==> src/rtl/hist_pkg.sv <==
// Shared types and sizes for the histogram-equalization frame sequencer.
//   state_e   : sequencer phase
//   bin_req_t : {valid, bin address} payload carried down the update delay line
package hist_pkg;

    localparam int unsigned BINS   = 256;
    localparam int unsigned BIN_AW = 8;

    typedef enum logic [2:0] {
        CLEAR,
        SYNC,
        COLLECT,
        LOAD,
        DRAIN
    } state_e;

    typedef struct packed {
        logic              valid;
        logic [BIN_AW-1:0] addr;
    } bin_req_t;

endpackage

==> src/rtl/hist_dly_line.sv <==
// Fixed-depth shift register for bin requests (valid + address).
//   clk, rst_n : clock, asynchronous active-low reset (flushes all stages)
//   din        : request entering the line
//   pre        : request that will appear on dout after the next edge
//   dout       : din delayed by DEPTH cycles
module hist_dly_line
    import hist_pkg::*;
#(
    parameter int unsigned DEPTH = 3
) (
    input  logic     clk,
    input  logic     rst_n,
    input  bin_req_t din,
    output bin_req_t pre,
    output bin_req_t dout
);

    bin_req_t stage [DEPTH];

    // Shift stages; reset drops every in-flight request.
    always_ff @(posedge clk or negedge rst_n) begin
        if (!rst_n) begin
            for (int i = 0; i < DEPTH; i++) begin
                stage[i] <= '0;
            end
        end else begin
            stage[0] <= din;
            for (int i = 1; i < DEPTH; i++) begin
                stage[i] <= stage[i-1];
            end
        end
    end

    // Look-ahead tap lets the consumer register a flag that lines up with dout.
    generate
        if (DEPTH == 1) begin : g_pre_in
            assign pre = din;
        end else begin : g_pre_stage
            assign pre = stage[DEPTH-2];
        end
    endgenerate

    assign dout = stage[DEPTH-1];

endmodule

==> src/rtl/hist_seq_ctrl.sv <==
// Frame-phase sequencer for the histogram-equalization pipeline.
// Schedules bin clearing, pixel collection, bin read-out to the CDF unit and
// the delayed LUT update strobes, and resynchronises when pixels arrive while
// the histogram is busy.
//   clk, rst             : clock, asynchronous active-low reset
//   sink_valid, sink_eop : video pixel strobe and end-of-frame marker
//   collect_en           : collector may count the current pixel (state decode)
//   data_load(_addr)     : bin read strobe/address to the CDF unit
//   update(_addr)        : LUT write strobe/address, data_load delayed PIPE_LAT
//   clean(_addr)         : bin clear strobe/address to the collector
//   lut_valid            : a full LUT has been written since reset
//   frame_drop           : pulse, a frame is being skipped to resync
//   size_err             : pulse, collected frame size differed from TOTOLNUM
module hist_seq_ctrl
    import hist_pkg::*;
#(
    parameter int unsigned PIPE_LAT = 3,
    parameter int unsigned TOTOLNUM = 1920*1080/4,
    parameter int unsigned CNTW     = $clog2(TOTOLNUM+1)
) (
    input  logic              clk,
    input  logic              rst,
    input  logic              sink_valid,
    input  logic              sink_eop,
    output logic              collect_en,
    output logic              data_load,
    output logic [BIN_AW-1:0] data_load_addr,
    output logic              update,
    output logic [BIN_AW-1:0] update_addr,
    output logic              clean,
    output logic [BIN_AW-1:0] clean_addr,
    output logic              lut_valid,
    output logic              frame_drop,
    output logic              size_err
);

    localparam logic [BIN_AW-1:0] LAST_BIN   = BIN_AW'(BINS-1);
    localparam logic [BIN_AW-1:0] DRAIN_LAST = BIN_AW'(PIPE_LAT-1);
    localparam logic [CNTW-1:0]   FRAME_PIX  = CNTW'(TOTOLNUM);

    state_e            state, state_nxt;
    logic [BIN_AW-1:0] bin, bin_nxt;
    logic [CNTW-1:0]   pix_cnt, pix_cnt_nxt, pix_inc;
    logic              missed, missed_nxt;
    logic              size_err_nxt;
    logic              frame_drop_nxt;
    logic              eop_in;
    bin_req_t          load_req, upd_pre, upd_req;

    assign eop_in  = sink_valid & sink_eop;
    assign pix_inc = (pix_cnt == '1) ? pix_cnt : pix_cnt + 1'b1;

    // Collection gate follows the phase directly so the eop pixel is counted.
    assign collect_en = (state == COLLECT);

    // Next-state, shared bin counter, pixel counter and resync flag.
    always_comb begin
        state_nxt      = state;
        bin_nxt        = bin;
        pix_cnt_nxt    = pix_cnt;
        missed_nxt     = missed;
        size_err_nxt   = 1'b0;
        frame_drop_nxt = 1'b0;

        case (state)
            CLEAR: begin
                if (sink_valid) begin
                    missed_nxt = 1'b1;
                end
                // Counter only advances once a clean strobe is actually out,
                // so the first cycle after reset release is not lost.
                if (clean) begin
                    if (bin == LAST_BIN) begin
                        bin_nxt    = '0;
                        missed_nxt = 1'b0;
                        if (missed || sink_valid) begin
                            state_nxt      = SYNC;
                            frame_drop_nxt = 1'b1;
                        end else begin
                            state_nxt = COLLECT;
                        end
                    end else begin
                        bin_nxt = bin + 1'b1;
                    end
                end
            end
            SYNC: begin
                if (eop_in) begin
                    state_nxt = COLLECT;
                end
            end
            COLLECT: begin
                if (sink_valid) begin
                    if (sink_eop) begin
                        size_err_nxt = (pix_inc != FRAME_PIX);
                        pix_cnt_nxt  = '0;
                        state_nxt    = LOAD;
                    end else begin
                        pix_cnt_nxt = pix_inc;
                    end
                end
            end
            LOAD: begin
                if (sink_valid) begin
                    missed_nxt = 1'b1;
                end
                if (bin == LAST_BIN) begin
                    bin_nxt   = '0;
                    state_nxt = DRAIN;
                end else begin
                    bin_nxt = bin + 1'b1;
                end
            end
            DRAIN: begin
                if (sink_valid) begin
                    missed_nxt = 1'b1;
                end
                if (bin == DRAIN_LAST) begin
                    bin_nxt   = '0;
                    state_nxt = CLEAR;
                end else begin
                    bin_nxt = bin + 1'b1;
                end
            end
            default: begin
                state_nxt = CLEAR;
                bin_nxt   = '0;
            end
        endcase
    end

    // State, counters and registered strobes aligned with the phase they belong to.
    always_ff @(posedge clk or negedge rst) begin
        if (!rst) begin
            state          <= CLEAR;
            bin            <= '0;
            pix_cnt        <= '0;
            missed         <= 1'b0;
            size_err       <= 1'b0;
            frame_drop     <= 1'b0;
            clean          <= 1'b0;
            clean_addr     <= '0;
            data_load      <= 1'b0;
            data_load_addr <= '0;
            lut_valid      <= 1'b0;
        end else begin
            state          <= state_nxt;
            bin            <= bin_nxt;
            pix_cnt        <= pix_cnt_nxt;
            missed         <= missed_nxt;
            size_err       <= size_err_nxt;
            frame_drop     <= frame_drop_nxt;
            clean          <= (state_nxt == CLEAR);
            clean_addr     <= (state_nxt == CLEAR) ? bin_nxt : '0;
            data_load      <= (state_nxt == LOAD);
            data_load_addr <= (state_nxt == LOAD) ? bin_nxt : '0;
            lut_valid      <= lut_valid | (upd_pre.valid & (upd_pre.addr == LAST_BIN));
        end
    end

    assign load_req.valid = data_load;
    assign load_req.addr  = data_load_addr;

    hist_dly_line #(
        .DEPTH (PIPE_LAT)
    ) u_upd_dly (
        .clk   (clk),
        .rst_n (rst),
        .din   (load_req),
        .pre   (upd_pre),
        .dout  (upd_req)
    );

    assign update      = upd_req.valid;
    assign update_addr = upd_req.addr;

endmodule

==> config.mk <==
export PLATFORM = sky130hd
export DESIGN_NAME = hist_seq_ctrl
export DESIGN_NICKNAME = d
export VERILOG_FILES = /design/src/rtl/hist_pkg.sv /design/src/rtl/hist_dly_line.sv /design/src/rtl/hist_seq_ctrl.sv
export SDC_FILE = /design/constraint.sdc
export NUM_CORES = 1
export LEC_CHECK = 0
export ABC_AREA = 1
export CAP_MARGIN = 5
export CORE_AREA = 8 8 88 90
export CTS_CLUSTER_DIAMETER = 100
export CTS_CLUSTER_SIZE = 12
export DETAILED_ROUTE_END_ITERATION = 8
export DIE_AREA = 0 0 96 98
export GPL_TIMING_DRIVEN = 0
export HOLD_SLACK_MARGIN = 0.02
export PLACE_DENSITY = 0.81
export SYNTH_ARGS = -nofsm -noshare
export SYNTH_HDL_FRONTEND = slang
export SYNTH_HIERARCHICAL = 1
export SYNTH_SLANG_ARGS = --single-unit
==> constraint.sdc <==
create_clock -name clk -period 3.1 [get_ports clk]
set_clock_uncertainty 0.1 [all_clocks]
set_input_delay 0.62 -clock clk [delete_from_list [all_inputs] [get_ports clk]]
set_output_delay 0.62 -clock clk [all_outputs]
set_load 0.005 [all_outputs]
==> impl_metrics.csv <==
group,metric,value,unit
die,num_rows,30,
drt,drt-total-wl,8.08,mm
power_and_ir_drop,sw_frac_of_total,0.251,
sta,max-slew-margin-rel,0.666,
cells_and_area,nets,482,
cells_and_area,layout-drive-gt1-share,0.125,
power_and_ir_drop,p_leak,2.18,nW
drt,vias,2974,
synth,synth_top_area_cell,"dfrtp_1",
synth,ys_top_cells_by_area,"dfrtp_1, nand2_1, inv_1",
worst_setup_path,path_delay_family,"buffers and inverters",
sta,fin_ws,0.726,ns
cells_and_area,fin_cells,560,
cells_and_area,most-common-layout-cells,"nand2_1, dfrtp_1, inv_1",
sta,period_share,0.766,
synth,synth_cell_types,36,
flow_run,cap_violations,0,
die,dieArea,9410,um^2
clocking,path_clk_slew,0.09,ns
hold_path,holdCritPathClass,"in2async",
die,die_w,96,um
sta,rsz0062_at_grt,"false",
clocking,cts-resized-gates,0,
power_and_ir_drop,irDropWorstVdd,0.000365,V
clocking,postCtsSetupRepairBufs,0,
worst_setup_path,r2r_end,"size_err$_DFF_PN0_",
worst_setup_path,crit_buf_inv,4,
clocking,cts_tree,"yes",
worst_setup_path,reg2reg_slack,0.79,ns
worst_setup_path,cp_cell_sequence,"clkdlybuf4s50_1 > inv_1 > nor2_2 > inv_1 > nor2_1 > buf_2 > o21ai_0 > nand2_1",
worst_setup_path,path_class,"in2reg",
synth,synth-seq-area-share,0.534,
power_and_ir_drop,switching_power,0.489,mW
worst_setup_path,slowest_stage,"clkdlybuf4s50_1",
outcome,status,"finished clean",
synth,yosysWarningCount,6,
worst_setup_path,worstPathRequired,3.31,ns
sta,fin_hold_ws,0.0244,ns
synth,syn_nets,436,
clocking,clock_latency,0.37,ns
global_routing,grt_max_degree,62,
worst_setup_path,r2r_cells,12,
sta,worst_pin_slew,0.501,ns
drt,drt_iter0_drc,204,
cells_and_area,final_common_cell,"nand2_1",
worst_setup_path,cp-end-kind,"flop",
worst_setup_path,timing.rr.start,"pix_cnt[0]$_DFFE_PN0P_",
worst_setup_path,crit_path_frequent_cell,"inv_1",
worst_setup_path,crit_start,"sink_valid",
synth,netlist_instances,429,
worst_setup_path,slowest_delay,0.49,ns
drt,post-route-drc-count,0,
sta,maxSlewViolCount,0,
worst_setup_path,start_kind,"input pin",
placed_design,hpwl,5.94,mm
worst_setup_path,cp.arrival,2.58,ns
power_and_ir_drop,p_per_area,444,nW/um^2
power_and_ir_drop,power_frac_comb,0.038,
drt,dr.pass1.iters,5,
cells_and_area,areaGrowthSynthToFinish,18.2,%
power_and_ir_drop,intPower,1.46,mW
clocking,htreeDepth,3,
die,core_area,6490,um^2
global_routing,grt_pass1_wl,13.6,mm
clocking,cts.sinks,79,
clocking,clk_path_buf_depth,2,
cells_and_area,n_antenna_cell,0,
sta,fin_crit,2.37,ns
die,start_util,0.571,
synth,avgSynthCellArea,8.64,um^2
placed_design,numPortBuffers,34,
global_routing,antenna_found_initial,0,
worst_setup_path,cp_max_fo,10,
synth,synth-seq-cells,79,
clocking,cts_buffers,9,
power_and_ir_drop,p_clk_frac,0.421,
clocking,cts_root_buf,"clkbuf_8",
sta,hold_viol_final,0,
drt,routed_via_density,5.31,
drt,postRouteAntennaNets,0,
placed_design,finalWeightedCongestion,0.980,
global_routing,grtUsageTotal,0.185,
cells_and_area,num-fill-cells,523,
synth,synth_top_area_frac,0.534,
placed_design,post-place-ws,0.391,ns
clocking,cts_hold_buf,0,
global_routing,grt_overflow,0,
synth,netlist_area,3700,um^2
placed_design,dpl.cell_count,544,
power_and_ir_drop,p_seq_frac,0.541,
sta,tns,0,ns
drt,routedWlPerCell,14.4,um
die,num_io_pins,35,
sta,fmax,421,MHz
die,die_y,98,um
sta,setup-violations-final,0,
power_and_ir_drop,finalPower,1.95,mW
global_routing,grt_pass1_vias,2891,
[state kept, by name (all words and copies together) (netlist names), 3 cells and up]
signal / cells
pix_cnt: 19
u_upd_dly/dout: 9
u_upd_dly/pre: 9
u_upd_dly/stage: 9
bin: 8
clean_addr: 8
data_load_addr: 8
state: 3
[synthesized netlist by cell type]
cell and instances:
inv_2 3, nand3_1 28, o211ai_1 3, nor2_2 3
buf_4 18, clkbuf_1 2, xor2_1 8, o22ai_1 5
ha_1 3, a211oi_1 2, a21oi_1 13, clkinv_1 1
nor3_1 7, nand2_2 2, o211ai_2 1, o21ai_2 1
a31oi_1 1, a41o_1 1, nand2_4 1, or2_4 1
a21o_1 1, nor2_4 2, o21a_1 1, nand2_1 92
dfrtp_1 79, inv_1 61, inv_4 1, a22o_1 2
o21ai_0 23, nor2_1 47, buf_2 2, nand3_2 1
nand3b_1 2, or2_2 3, nand3_4 3, nand4_1 5
[per-stage QoR]
step            util  area [um^2]
5_1_grt        0.675         4380
6_report       0.675         4380
3_3_place_gp   0.638         4150
2_1_floorplan      -         3700
4_1_cts        0.675         4380
3_5_place_dp   0.642         4170
[layer usage]
layer	GRT usage	wire (um)	up-vias
met1	0.233	3410	1411
met2	0.294	4050	111
met5	0	0	-
met3	0.0522	476	15
li1	-	-	1437
met4	0.0651	136	0
[cell type report]
cell class	instances	area [um^2]	area share
Sequential cell	79	1980	0.451
Clock buffer	9	124	0.0283
Timing Repair Buffer	35	365	0.0834
Inverter	66	250	0.0571
Buffer	22	153	0.0348
Clock inverter	7	86.3	0.0197
Multi-Input combinational cell	262	1330	0.302
Tap cell	80	100	0.0229
[cell families (layout without fill, tap and decap cells)]
group,Yosys count,in the layout,synth area share
simple gates,197,197,0.242
buf+inv,88,139,0.109
flops,79,79,0.534
compound gates,54,54,0.0861
xor+xnor,8,8,0.0189
fa+ha+maj,3,3,0.0101
[how the worst max path moves through the flow]
stage                                        endpoint  slack (ns)  cells past startpoint
after detailed placement      pix_cnt[13]$_DFFE_PN0P_        0.39                      8
final                         pix_cnt[13]$_DFFE_PN0P_        0.73                      8
after global placement    u_upd_dly/dout[2]$_DFF_PN0_       -1.28                      1
after CTS                                  collect_en        0.75                      4
after global routing          pix_cnt[13]$_DFFE_PN0P_        0.55                      8
after floorplan                    size_err$_DFF_PN0_        1.24                     11
[power by group through the flow]
stage / sequential, mW / clock [mW] / combinational, mW
after floorplan: 1.07 / 0 / 0.0393
after global placement: 1.07 / 0 / 0.0687
after detailed placement: 1.07 / 0 / 0.0754
after CTS: 1.05 / 0.829 / 0.0755
after global routing: 1.05 / 0.876 / 0.0880
final: 1.05 / 0.819 / 0.0745
(Power assumes the default switching activity.)
